==> config.mk <==
export PLATFORM = sky130hd
export DESIGN_NAME = shift_calc
export DESIGN_NICKNAME = d
export VERILOG_FILES = /design/src/rtl/shift_calc_pkg.sv /design/src/rtl/sync_2ff.sv /design/src/rtl/shift_calc.sv
export SDC_FILE = /design/constraint.sdc
export NUM_CORES = 1
export LEC_CHECK = 0
export ABC_CLOCK_PERIOD_IN_PS = 3400
export CORE_MARGIN = 3
export CORE_UTILIZATION = 45
export CTS_CLUSTER_DIAMETER = 200
export DETAILED_ROUTE_END_ITERATION = 12
export PLACE_DENSITY = 0.75
export SETUP_SLACK_MARGIN = 0.4
export SLEW_MARGIN = 15
export SYNTH_ARGS = -nofsm -noshare
export SYNTH_HDL_FRONTEND = slang
export SYNTH_SLANG_ARGS = --single-unit
==> constraint.sdc <==
create_clock -name clk -period 3.4 [get_ports clk]
set_input_delay 0.68 -clock clk [delete_from_list [all_inputs] [get_ports clk]]
set_output_delay 0.68 -clock clk [all_outputs]
set_load 0.01 [all_outputs]
==> src/rtl/shift_calc_pkg.sv <==
// Shared types and helpers for the shift_calc half-period measurement block.
// SHIFT_AVG_EN selects the 4-deep averaging of accepted half-periods.
package shift_calc_pkg;

    typedef enum logic [1:0] {
        IDLE,
        ARMED,
        LOCKED
    } state_t;

    localparam int AVG_DEPTH = 4;

    function automatic int cnt_w(input int max);
        return $clog2(max + 1);
    endfunction

endpackage

==> src/rtl/sync_2ff.sv <==
// Two-flop synchronizer for bringing async levels into the clk domain.
// Flops clear to zero on the asynchronous active-high reset.
module sync_2ff #(
    parameter int WIDTH = 1
) (
    input  logic             clk,
    input  logic             rst,
    input  logic [WIDTH-1:0] d_i,
    output logic [WIDTH-1:0] q_o
);

    logic [WIDTH-1:0] meta_q;
    logic [WIDTH-1:0] sync_q;

    // metastability stage followed by the stable output stage
    always_ff @(posedge clk or posedge rst) begin
        if (rst) begin
            meta_q <= '0;
            sync_q <= '0;
        end else begin
            meta_q <= d_i;
            sync_q <= meta_q;
        end
    end

    assign q_o = sync_q;

endmodule

==> src/rtl/shift_calc.sv <==
// Measures the sgn half-period and derives shift = half - lead (min 1).
// Define SHIFT_AVG_EN to average the last 4 accepted half-periods.
module shift_calc
    import shift_calc_pkg::*;
#(
    parameter int  CNT_MAX   = 255,
    parameter int  MIN_HALF  = 8,
    parameter int  SHIFT_DEF = 100,
    localparam int CNT_W     = cnt_w(CNT_MAX)
) (
    input  logic             clk,
    input  logic             rst,
    input  logic             sgn,
    input  logic [CNT_W-1:0] lead,
    output logic [CNT_W-1:0] shift,
    output logic             shift_vld,
    output logic             no_sig
);

    localparam int HW = CNT_W + 1;
    localparam int SW = CNT_W + 2;

    localparam logic [CNT_W-1:0] CNT_SAT = CNT_W'(CNT_MAX);
    localparam logic [CNT_W-1:0] SH_DEF  = CNT_W'(SHIFT_DEF);
    localparam logic [HW-1:0]    MIN_H   = HW'(MIN_HALF);

    logic             sgn_s;
    logic             sgn_d_q;
    logic             sgn_edge;
    logic             sat;
    logic             accept;
    logic             full;
    logic [CNT_W-1:0] cnt_q, cnt_d;
    state_t           state_q, state_d;
    logic [CNT_W-1:0] shift_q, shift_d;
    logic             vld_q, vld_d;
    logic             nosig_q, nosig_d;
    logic [HW-1:0]    half;
    logic [HW-1:0]    eff;
    logic [HW-1:0]    lead_x;
    logic [CNT_W-1:0] shift_new;

    sync_2ff #(
        .WIDTH(1)
    ) u_sync (
        .clk(clk),
        .rst(rst),
        .d_i(sgn),
        .q_o(sgn_s)
    );

    assign sgn_edge = sgn_s ^ sgn_d_q;
    assign sat      = (cnt_q == CNT_SAT);
    assign half     = HW'(cnt_q) + HW'(1);
    assign accept   = sgn_edge && !sat
                   && (state_q != IDLE)
                   && (half >= MIN_H);

`ifdef SHIFT_AVG_EN
    localparam int HN = AVG_DEPTH - 1;
    localparam int AW = $clog2(AVG_DEPTH);

    logic [CNT_W-1:0] hist_q [HN];
    logic [AW-1:0]    hcnt_q;
    logic [SW-1:0]    sum;

    // window sum of the current half and the previous accepted ones
    always_comb begin
        sum = SW'(half);
        for (int i = 0; i < HN; i++) begin
            sum = sum + SW'(hist_q[i]);
        end
    end

    assign full = (hcnt_q == AW'(HN));
    assign eff  = HW'(sum >> AW);

    // history shifts on acceptance; a timeout wipes it
    always_ff @(posedge clk or posedge rst) begin
        if (rst) begin
            for (int i = 0; i < HN; i++) begin
                hist_q[i] <= '0;
            end
            hcnt_q <= '0;
        end else if (sat) begin
            for (int i = 0; i < HN; i++) begin
                hist_q[i] <= '0;
            end
            hcnt_q <= '0;
        end else if (accept) begin
            hist_q[0] <= half[CNT_W-1:0];
            for (int i = 1; i < HN; i++) begin
                hist_q[i] <= hist_q[i-1];
            end
            if (!full) begin
                hcnt_q <= hcnt_q + AW'(1);
            end
        end
    end
`else
    assign full = 1'b1;
    assign eff  = half;
`endif

    assign lead_x    = HW'(lead);
    assign shift_new = (eff > lead_x)
                     ? CNT_W'(eff - lead_x)
                     : CNT_W'(1);

    // edge-relative cycle counter, saturating at CNT_MAX
    always_comb begin
        cnt_d = cnt_q + CNT_W'(1);
        if (sgn_edge) begin
            cnt_d = '0;
        end else if (sat) begin
            cnt_d = cnt_q;
        end
    end

    // lock FSM and next output values; timeout beats a same-cycle edge
    always_comb begin
        state_d = state_q;
        shift_d = shift_q;
        vld_d   = 1'b0;
        nosig_d = nosig_q;
        if (sat) begin
            state_d = sgn_edge ? ARMED : IDLE;
            shift_d = SH_DEF;
            nosig_d = 1'b1;
            vld_d   = (shift_q != SH_DEF);
        end else if (sgn_edge) begin
            unique case (state_q)
                IDLE: begin
                    state_d = ARMED;
                end
                ARMED, LOCKED: begin
                    if (accept && full) begin
                        state_d = LOCKED;
                        shift_d = shift_new;
                        nosig_d = 1'b0;
                        vld_d   = 1'b1;
                    end
                end
                default: begin
                    state_d = IDLE;
                end
            endcase
        end
    end

    // state, counter, delayed sgn and registered outputs
    always_ff @(posedge clk or posedge rst) begin
        if (rst) begin
            state_q <= IDLE;
            cnt_q   <= '0;
            sgn_d_q <= 1'b0;
            shift_q <= SH_DEF;
            vld_q   <= 1'b0;
            nosig_q <= 1'b1;
        end else begin
            state_q <= state_d;
            cnt_q   <= cnt_d;
            sgn_d_q <= sgn_s;
            shift_q <= shift_d;
            vld_q   <= vld_d;
            nosig_q <= nosig_d;
        end
    end

    assign shift     = shift_q;
    assign shift_vld = vld_q;
    assign no_sig    = nosig_q;

endmodule

==> impl_metrics.env, run 1 <==
export IMPL_synth_ff_type="dfrtp_1"
export IMPL_synth_edff_count=0
export IMPL_diodes=0
export IMPL_p_int_uw=497
export IMPL_hold_viol=0
export IMPL_min_from="u_sync.meta_q$_DFF_PP0_"
export IMPL_slowest_stage="dfrtp_2"
export IMPL_area_delta_synth_final_pct=27.3
export IMPL_coreArea_um2=3130
export IMPL_slew_headroom_pct=41.5
export IMPL_cts_tree="done"
export IMPL_p_total_uw=751
export IMPL_vias=1276
export IMPL_regArea_um2=584
export IMPL_antenna_found_initial=0
export IMPL_dp_cells=218
export IMPL_synthCells=157
export IMPL_status="finished clean"
export IMPL_seqPwrFrac_pct=45.1
export IMPL_power_density_nw_per_um2=389
export IMPL_hp_class="reg2reg"
export IMPL_ant_nets=0
export IMPL_cpPeakStageDelay_ps=460
export IMPL_report_final_slew_viol_count=0
export IMPL_leakagePower_nw=0.836
export IMPL_ys_types=44
export IMPL_routed_wl_um=3360
export IMPL_reg2reg_depth=11
export IMPL_cp_max_fo=6
export IMPL_cp_end_kind="flop"
export IMPL_setup_viol=0
export IMPL_clockRootBuffer="clkbuf_4"
export IMPL_yosys_warnings=0
export IMPL_async_reset_ff_share_pct=100
export IMPL_grt_pass1_vias=1227
export IMPL_holdBufCountCts=0
export IMPL_cts_made_buffers=3
export IMPL_drt_vias_per_instance=5.57
export IMPL_die_area_um2=4100
export IMPL_clock_skew_ps=12.0
export IMPL_tns_ps=0
export IMPL_pre_cts_slack_ps=107
export IMPL_min_to="u_sync.q_o$_DFF_PP0_"
export IMPL_rsz0062_at_grt="false"
export IMPL_path_cells="ha_4, nand3_1, xnor2_2, ha_4, or3b_1, mux2i_1, nor4_2, a22oi_1, o21bai_1, a311oi_2, a22oi_1"
export IMPL_setup_slack_ps=448
export IMPL_port_buffers=20
export IMPL_hold_ws_ps=374
export IMPL_drv_cap=0
export IMPL_cts_sinks=23
export IMPL_grt_overflow=0
export IMPL_path_clk_slew_ps=140
export IMPL_syn_area_per_cell_um2=9.66
export IMPL_clock_latency_ps=320
export IMPL_dr_pass1_iters=4
export IMPL_p_clk_share_pct=17.4
export IMPL_period_share_pct=86.8
export IMPL_wire_per_inst_um=14.7
export IMPL_peakVddDrop_mv=0.132
export IMPL_drive_gt1_share_pct=19.5
export IMPL_cts_max_level=1
export IMPL_clock_fmax_mhz=339
export IMPL_start_util_pct=48.5
export IMPL_synth_area_um2=1520
export IMPL_layout_cells_non_filler=229
export IMPL_worstPathArrival_ps=3130
export IMPL_placementRows=20
export IMPL_r2r_slack_ps=450
export IMPL_drtIter0Drc=40
export IMPL_nNetsFinal=207
export IMPL_startpoint_type="flop"
export IMPL_dpl_hpwl_um=2430
export IMPL_syn_num_nets=178
export IMPL_place_congestion=0.851
export IMPL_die_height_um=64.1
export IMPL_grt_usage_pct=16.0
export IMPL_io_pins=21
export IMPL_p_sw_share_pct=33.8
export IMPL_clock_path_buffers=2
export IMPL_fillCellCount=259
export IMPL_p_switching_uw=254
export IMPL_grt_pass1_wl_um=5260
export IMPL_worstSetupPathType="reg2reg"
export IMPL_tightestPinTransition_ps=877
export IMPL_timing_rr_end="shift[0]$_DFFE_PP0P_"
export IMPL_power_share_combinational_pct=37.5
export IMPL_die_w_um=64.1
export IMPL_holdPathStages=0
export IMPL_yosysSeqAreaShare_pct=38.3
export IMPL_min_period_ps=2950
export IMPL_grt_max_degree=24
export IMPL_multi_input_area_um2=948
export IMPL_synth_seq_cells=23
export IMPL_critPathRequiredTime_ps=3580
export IMPL_rr_startpoint="cnt_q[0]$_DFFE_PP0P_"
export IMPL_drc=0
==> registers in the layout (all words and copies together), names as in the netlist <==
register,cells
sgn_d_q,1
shift_vld,1
no_sig,1
state_q,2
u_sync.q_o,1
cnt_q,8
shift,8
u_sync.meta_q,1
==> power by group through the flow <==
stage	logic, mW	registers (mW)	clock network [mW]
after CTS	0.241	0.337	0.139
final	0.281	0.339	0.130
after global placement	0.232	0.340	0
after detailed placement	0.237	0.342	0
after floorplan	0.153	0.344	0
after global routing	0.309	0.345	0.149
==> routing by layer <==
| layer | share of wire, % | global-route usage (%) | wire length, um |
|---|---|---|---|
| met1 | 42 | 18.9 | 1410 |
| met2 | 55 | 30.2 | 1840 |
| met3 | 2.5 | 2.11 | 83 |
| met4 | 1.0 | 4.04 | 34 |
| met5 | 0 | 0 | 0 |
==> layout by cell type (no fill, tap or decap), drive strengths merged, types with 2 or more instances in the layout <==
cell type      count
a211oi             2
a21oi             12
a22o               4
a22oi              2
and3               3
and4               2
buf                8
clkbuf             3
clkdlybuf4s50     19
dfrtp             19
dfstp              4
ha                 9
inv               14
maj3               2
mux2i              2
nand2             14
nand3              5
nand3b             2
nand4              2
nor2              12
nor3               2
nor4               3
o21ai              5
xnor2             10
xor2               8
==> how the worst max path moves through the flow <==
| stage | from | to | depth (start not counted) |
|---|---|---|---|
| floorplan | cnt_q[0]$_DFFE_PP0P_ | shift[1]$_DFFE_PP0P_ | 10 |
| global placement | lead[2] | shift[1]$_DFFE_PP0P_ | 10 |
| detailed placement | lead[2] | shift[1]$_DFFE_PP0P_ | 10 |
| CTS | cnt_q[0]$_DFFE_PP0P_ | shift[1]$_DFFE_PP0P_ | 10 |
| global route | cnt_q[0]$_DFFE_PP0P_ | shift[0]$_DFFE_PP0P_ | 11 |
| finish | cnt_q[0]$_DFFE_PP0P_ | shift[0]$_DFFE_PP0P_ | 11 |
==> per-stage QoR <==
step	utilization, %	instance area, um^2
2_1_floorplan	-	1520
3_3_place_gp	56.1	1760
3_5_place_dp	56.1	1760
4_1_cts	57.2	1790
5_1_grt	61.7	1930
6_report	61.7	1930
==> Yosys cell counts, drive strengths merged (2+ instances only) <==
library cell | count | area share, %
a211oi | 2 | 0.99
a21oi | 12 | 4.0
a22o | 4 | 2.3
a22oi | 2 | 0.99
and3 | 3 | 1.2
and4 | 2 | 1.2
buf | 3 | 1.3
dfrtp | 19 | 31
dfstp | 4 | 6.9
ha | 9 | 7.4
inv | 14 | 3.5
maj3 | 2 | 1.5
mux2i | 2 | 1.3
nand2 | 14 | 3.5
nand3 | 5 | 1.6
nand3b | 2 | 0.99
nand4 | 2 | 0.82
nor2 | 12 | 3.0
nor3 | 2 | 0.66
nor4 | 3 | 1.6
o21ai | 5 | 1.9
xnor2 | 10 | 6.8
xor2 | 8 | 4.6
==> critical path, delay by kind of cell (launching register included) <==
kind | cells | cell delay [ps]
simple gates | 3 | 590
fa+ha+maj | 2 | 490
mux | 1 | 220
compound gates | 4 | 850
xor+xnor | 1 | 200
flops | 1 | 460
==> cell type report <==
class / instances / share of cell area [%]
Timing Repair Buffer: 28 / 13.6
Multi-Input combinational cell: 116 / 49.1
Clock inverter: 1 / 0.259
Sequential cell: 23 / 30.3
Clock buffer: 3 / 1.17
Inverter: 14 / 2.72
Tap cell: 44 / 2.85
==> logic make-up after synthesis <==
group,share of synthesized area (%)
multiplexers,1.32
XOR/XNOR,11.4
AO/OA/AOI/OAI,16.0
buffers and inverters,5.03
adder cells (fa/ha/maj),10.2
flip-flops,38.3
AND/OR/NAND/NOR,17.7
==> repair_timing <==
item	CTS	global route
gates resized for setup	2	14
setup endpoints to repair	8	8
buffers inserted	0	7
pin swaps	1	10
Power figures use the tool's default switching activity.
==> run 2, diff against run 1 <==
- CORE_UTILIZATION: 45 -> 60
- CTS_CLUSTER_DIAMETER: 200 -> 80
- DONT_BUFFER_PORTS: not set -> 1
- PLACE_DENSITY: 0.75 -> 0.83
==> impl_metrics.env, run 2 (synthesized netlist as in run 1, its figures left out) <==
export IMPL_hold_ws_ps=367
export IMPL_port_buffers=0
export IMPL_grt_pass1_wl_um=5160
export IMPL_r2r_slack_ps=530
export IMPL_drive_gt1_share_pct=20.4
export IMPL_seqPwrFrac_pct=49.7
export IMPL_clock_path_buffers=2
export IMPL_fin_util_pct=72.4
export IMPL_layout_common_cells="dfrtp_1 (16), inv_1 (14), nand2_1 (14), nor2_1 (12), a21oi_1 (11)"
export IMPL_wire_per_inst_um=16.9
export IMPL_clock_skew_ps=5.14
export IMPL_tns_ps=0
export IMPL_peakVddDrop_mv=0.250
export IMPL_power_density_nw_per_um2=424
export IMPL_die_w_um=56.3
export IMPL_coreArea_um2=2300
export IMPL_drtIter0Drc=41
export IMPL_period_share_pct=84.5
export IMPL_drc=0
export IMPL_rsz0062_at_grt="false"
export IMPL_io_pins=21
export IMPL_p_sw_share_pct=34.9
export IMPL_status="finished clean"
export IMPL_routed_wl_um=3210
export IMPL_cts_made_buffers=3
export IMPL_dr_pass1_iters=4
export IMPL_clockRootBuffer="clkbuf_4"
export IMPL_cp_max_fo=6
export IMPL_path_clk_slew_ps=130
export IMPL_grt_max_degree=24
export IMPL_hold_viol=0
export IMPL_diodes=0
export IMPL_setup_viol=0
export IMPL_holdBufCountCts=0
export IMPL_antenna_found_initial=0
export IMPL_leakagePower_nw=0.720
export IMPL_p_total_uw=705
export IMPL_worstPathArrival_ps=3050
export IMPL_grt_overflow=0
export IMPL_vias=1202
export IMPL_cp_end_kind="flop"
export IMPL_die_height_um=56.3
export IMPL_cts_sinks=23
export IMPL_start_util_pct=66.0
export IMPL_p_int_uw=459
export IMPL_nNetsFinal=184
export IMPL_clock_latency_ps=310
export IMPL_mostFrequentLayoutCell="dfrtp_1"
export IMPL_min_period_ps=2870
export IMPL_fillCellCount=158
export IMPL_p_clk_share_pct=18.2
export IMPL_slew_headroom_pct=41.6
export IMPL_power_share_combinational_pct=32.1
export IMPL_place_congestion=0.929
export IMPL_p_switching_uw=246
export IMPL_critPathRequiredTime_ps=3580
export IMPL_hp_class="reg2reg"
export IMPL_clock_fmax_mhz=348
export IMPL_grt_usage_pct=20.5
export IMPL_area_delta_synth_final_pct=9.65
export IMPL_ant_nets=0
export IMPL_tightestPinTransition_ps=875
export IMPL_startpoint_type="flop"
export IMPL_cts_tree="done"
export IMPL_placementRows=17
export IMPL_drv_cap=0
export IMPL_dpl_hpwl_um=2410
export IMPL_report_final_slew_viol_count=0
export IMPL_grt_pass1_vias=1175
export IMPL_worstSetupPathType="reg2reg"
export IMPL_cts_max_level=1
export IMPL_die_area_um2=3170
export IMPL_drt_vias_per_instance=6.33
## run 2: layout make-up
cell class / instances / area [um^2] / share of cell area [%]
inverter: 14 / 52.6 / 3.16
tap: 28 / 35.0 / 2.11
multi-input combinational: 116 / 926 / 55.7
timing repair buffer: 5 / 37.5 / 2.26
clock inverter: 1 / 5.00 / 0.301
clock buffer: 3 / 22.5 / 1.35
sequential: 23 / 584 / 35.1
## run 2: through the flow
stage	std cells	setup WS [ps]	area [um^2]
after floorplan	157	665	1520
after global placement	182	340	1540
after detailed placement	182	230	1540
after CTS	187	418	1580
after global routing	190	369	1660
final	190	528	1660
## run 2: worst max-delay path: stages, from the launching register on
cell and delay (ps):
dfrtp_2 480, buf_4 160, ha_2 310, ha_4 280, nand3b_1 180, a2111oi_4 410, nor4_2 100, a22oi_1 200
o21bai_1 130, a311oi_2 350, a22oi_1 160
## run 2: power by group through the flow
stage	Combinational (mW)	Clock (mW)	Sequential (mW)
after floorplan	0.153	0	0.344
after global placement	0.180	0	0.349
after detailed placement	0.188	0	0.353
after CTS	0.193	0.130	0.348
after global routing	0.257	0.144	0.356
final	0.226	0.129	0.350
## run 2: path summary, 6_finish.rpt
path                                    startpoint              endpoint  cells after the start
setup / recovery              cnt_q[0]$_DFFE_PP0P_  shift[0]$_DFFE_PP0P_                     10
min in group asynchronous                      rst   shift_vld$_DFF_PP0_                      1
setup reg to reg              cnt_q[0]$_DFFE_PP0P_  shift[0]$_DFFE_PP0P_                     10
max in group asynchronous                      rst  cnt_q[0]$_DFFE_PP0P_                      1
hold reg to reg            u_sync.meta_q$_DFF_PP0_  u_sync.q_o$_DFF_PP0_                      0
hold / removal             u_sync.meta_q$_DFF_PP0_  u_sync.q_o$_DFF_PP0_                      0
## run 2: timing repair
action | 4_1_cts | 5_1_grt
buffers inserted | 1 | 3
hold endpoints to repair | 0 | 0
pin swaps | 1 | 6
setup endpoints to repair | 8 | 8
gates resized for setup | 2 | 11
## run 2: metal layers
layer / share of wire (%) / track usage, % / routed length [um]
met1: 42 / 25.2 / 1340
met2: 52 / 37.1 / 1680
met3: 4.7 / 2.53 / 150
met4: 0.87 / 6.44 / 28
met5: 0 / 0 / 0
==> run 3, diff against run 2 <==
- ABC_CLOCK_PERIOD_IN_PS: 3400 -> 2400
- CORE_UTILIZATION: 60 -> 56
- PLACE_DENSITY: 0.83 -> 0.81
- clock period: 3.4 -> 2.4 ns (I/O delays scaled with it)
==> impl_metrics.env, run 3 (synthesized netlist as in run 1, its figures left out) <==
export IMPL_seqPwrFrac_pct=46.1
export IMPL_p_int_uw=696
export IMPL_nNetsFinal=209
export IMPL_drt_vias_per_instance=6.05
export IMPL_clock_fmax_mhz=347
export IMPL_dr_pass1_iters=4
export IMPL_cts_tree="done"
export IMPL_clock_path_buffers=2
export IMPL_p_sw_share_pct=35.4
export IMPL_cts_max_level=1
export IMPL_p_switching_uw=382
export IMPL_routed_wl_um=4030
export IMPL_place_congestion=0.801
export IMPL_ant_nets=0
export IMPL_cpPeakStageDelay_ps=480
export IMPL_peakVddDrop_mv=0.635
export IMPL_io_pins=21
export IMPL_min_period_ps=2880
export IMPL_setup_viol=8
export IMPL_startpoint_type="flop"
export IMPL_cp_max_fo=4
export IMPL_crit_family="compound AO/OA/AOI/OAI gates"
export IMPL_start_util_pct=60.1
export IMPL_slowest_stage="dfrtp_2"
export IMPL_clock_latency_ps=330
export IMPL_clockRootBuffer="clkbuf_4"
export IMPL_dpl_hpwl_um=2620
export IMPL_placementRows=18
export IMPL_drc=0
export IMPL_path_buf_inv=0
export IMPL_path_clk_slew_ps=140
export IMPL_wire_per_inst_um=18.6
export IMPL_grt_pass1_vias=1316
export IMPL_coreArea_um2=2520
export IMPL_leakagePower_nw=0.874
export IMPL_antenna_found_initial=0
export IMPL_cts_made_buffers=3
export IMPL_cts_sinks=23
export IMPL_layout_cells_non_filler=217
export IMPL_mostFrequentLayoutCell="buf_4"
export IMPL_design_area_um2=1940
export IMPL_drv_cap=0
export IMPL_grt_usage_pct=22.8
export IMPL_slew_headroom_pct=43.0
export IMPL_tightestPinTransition_ps=854
export IMPL_vias=1313
export IMPL_grt_max_degree=24
export IMPL_period_share_pct=120
export IMPL_die_area_um2=3370
export IMPL_critPathRequiredTime_ps=2610
export IMPL_cp_end_kind="flop"
export IMPL_setup_slack_ps=-479
export IMPL_port_buffers=0
export IMPL_place_area_um2=1750
export IMPL_worstSetupPathType="reg2reg"
export IMPL_rsz0062_at_grt="true"
export IMPL_hp_class="in2reg"
export IMPL_power_density_nw_per_um2=556
export IMPL_worstPathArrival_ps=3090
export IMPL_diodes=0
export IMPL_p_total_mw=1.08
export IMPL_layout_common_cells="buf_4 (26), dfrtp_1 (17), inv_1 (14), nand2_1 (14)"
export IMPL_power_share_combinational_pct=36.2
export IMPL_drive_gt1_share_pct=34.8
export IMPL_p_clk_share_pct=17.7
export IMPL_area_delta_synth_final_pct=27.7
export IMPL_fillCellCount=140
export IMPL_drtIter0Drc=90
export IMPL_clock_skew_ps=9.78
export IMPL_violations="negative setup slack"
export IMPL_grt_overflow=0
export IMPL_hold_viol=0
export IMPL_status="finished, violations left"
export IMPL_grt_pass1_wl_um=5910
export IMPL_report_final_slew_viol_count=0
export IMPL_dp_cells=209
export IMPL_path_cells="ha_4, xor2_2, ha_4, nand3b_1, a2111oi_4, nor4_2, a22oi_1, o21bai_1, a311oi_2, a22oi_1"
export IMPL_die_w_um=58.0
export IMPL_die_height_um=58.0
==> run 3: changes by cell type in the layout (fill, tap and decap cells not counted), moves of 2 or more <==
cell	delta
buf_6	+4
xnor2_1	-2
xnor2_2	+2
ha_2	-2
buf_4	+21
==> run 3: what timing repair did <==
item,CTS,global route
setup buffers,3,1
pin swaps,6,2
setup endpoints to repair,12,14
gates resized for setup,8,13
hold buffers,0,0
==> run 3: layer usage <==
metal,global-route usage (%),part of all wire (%),vias up
met5,0,0,-
met4,7.62,2.7,0
met3,3.34,5.7,14
met2,42.6,54,51
met1,26.4,38,632
li1,-,-,616
==> run 3: area by class of cell <==
class	instances	area (um^2)	share of cell area, %
sequential	23	583	30.1
multi-input combinational	116	996	51.4
timing repair buffer	30	240	12.4
tap	30	37.5	1.94
inverter	14	52.6	2.71
clock inverter	1	5.00	0.258
clock buffer	3	22.5	1.16
==> run 3: final timing paths <==
kind	start	to	slack [ps]	cells past startpoint
max in group asynchronous	rst	cnt_q[0]$_DFFE_PP0P_	1620	1
worst max-delay path	cnt_q[0]$_DFFE_PP0P_	shift[0]$_DFFE_PP0P_	-480	10
worst min register to register	u_sync.meta_q$_DFF_PP0_	u_sync.q_o$_DFF_PP0_	370	0
worst max register to register	cnt_q[0]$_DFFE_PP0P_	shift[0]$_DFFE_PP0P_	-480	10
min in group asynchronous	rst	shift[7]$_DFFE_PP0P_	200	1
worst min-delay path	sgn	u_sync.meta_q$_DFF_PP0_	170	0
==> run 3: power by group through the flow <==
stage               Clock (mW)  Combinational [mW]  Sequential, mW
floorplan                    0               0.222           0.490
global placement             0               0.313           0.496
detailed placement           0               0.329           0.499
CTS                      0.183               0.347           0.491
global route             0.191               0.426           0.504
finish                   0.190               0.390           0.497
==> run 3: worst reg2reg max path, cell delays in order, from the launching register on <==
cell	delay (ps)
dfrtp_2	480
ha_4	200
xor2_2	170
ha_4	310
nand3b_1	240
a2111oi_4	400
nor4_2	100
a22oi_1	200
o21bai_1	120
a311oi_2	400
a22oi_1	150
==> run 3: through the flow <==
stage	setup TNS [ps]	hold WS [ps]	setup WS [ps]	util, %
4_1_cts	-2640	173	-352	72.9
6_report	-3430	172	-479	76.8
5_1_grt	-4440	168	-612	76.8
3_5_place_dp	-2720	336	-395	69.3
3_3_place_gp	-1630	339	-255	69.3
2_1_floorplan	-1410	331	-241	-
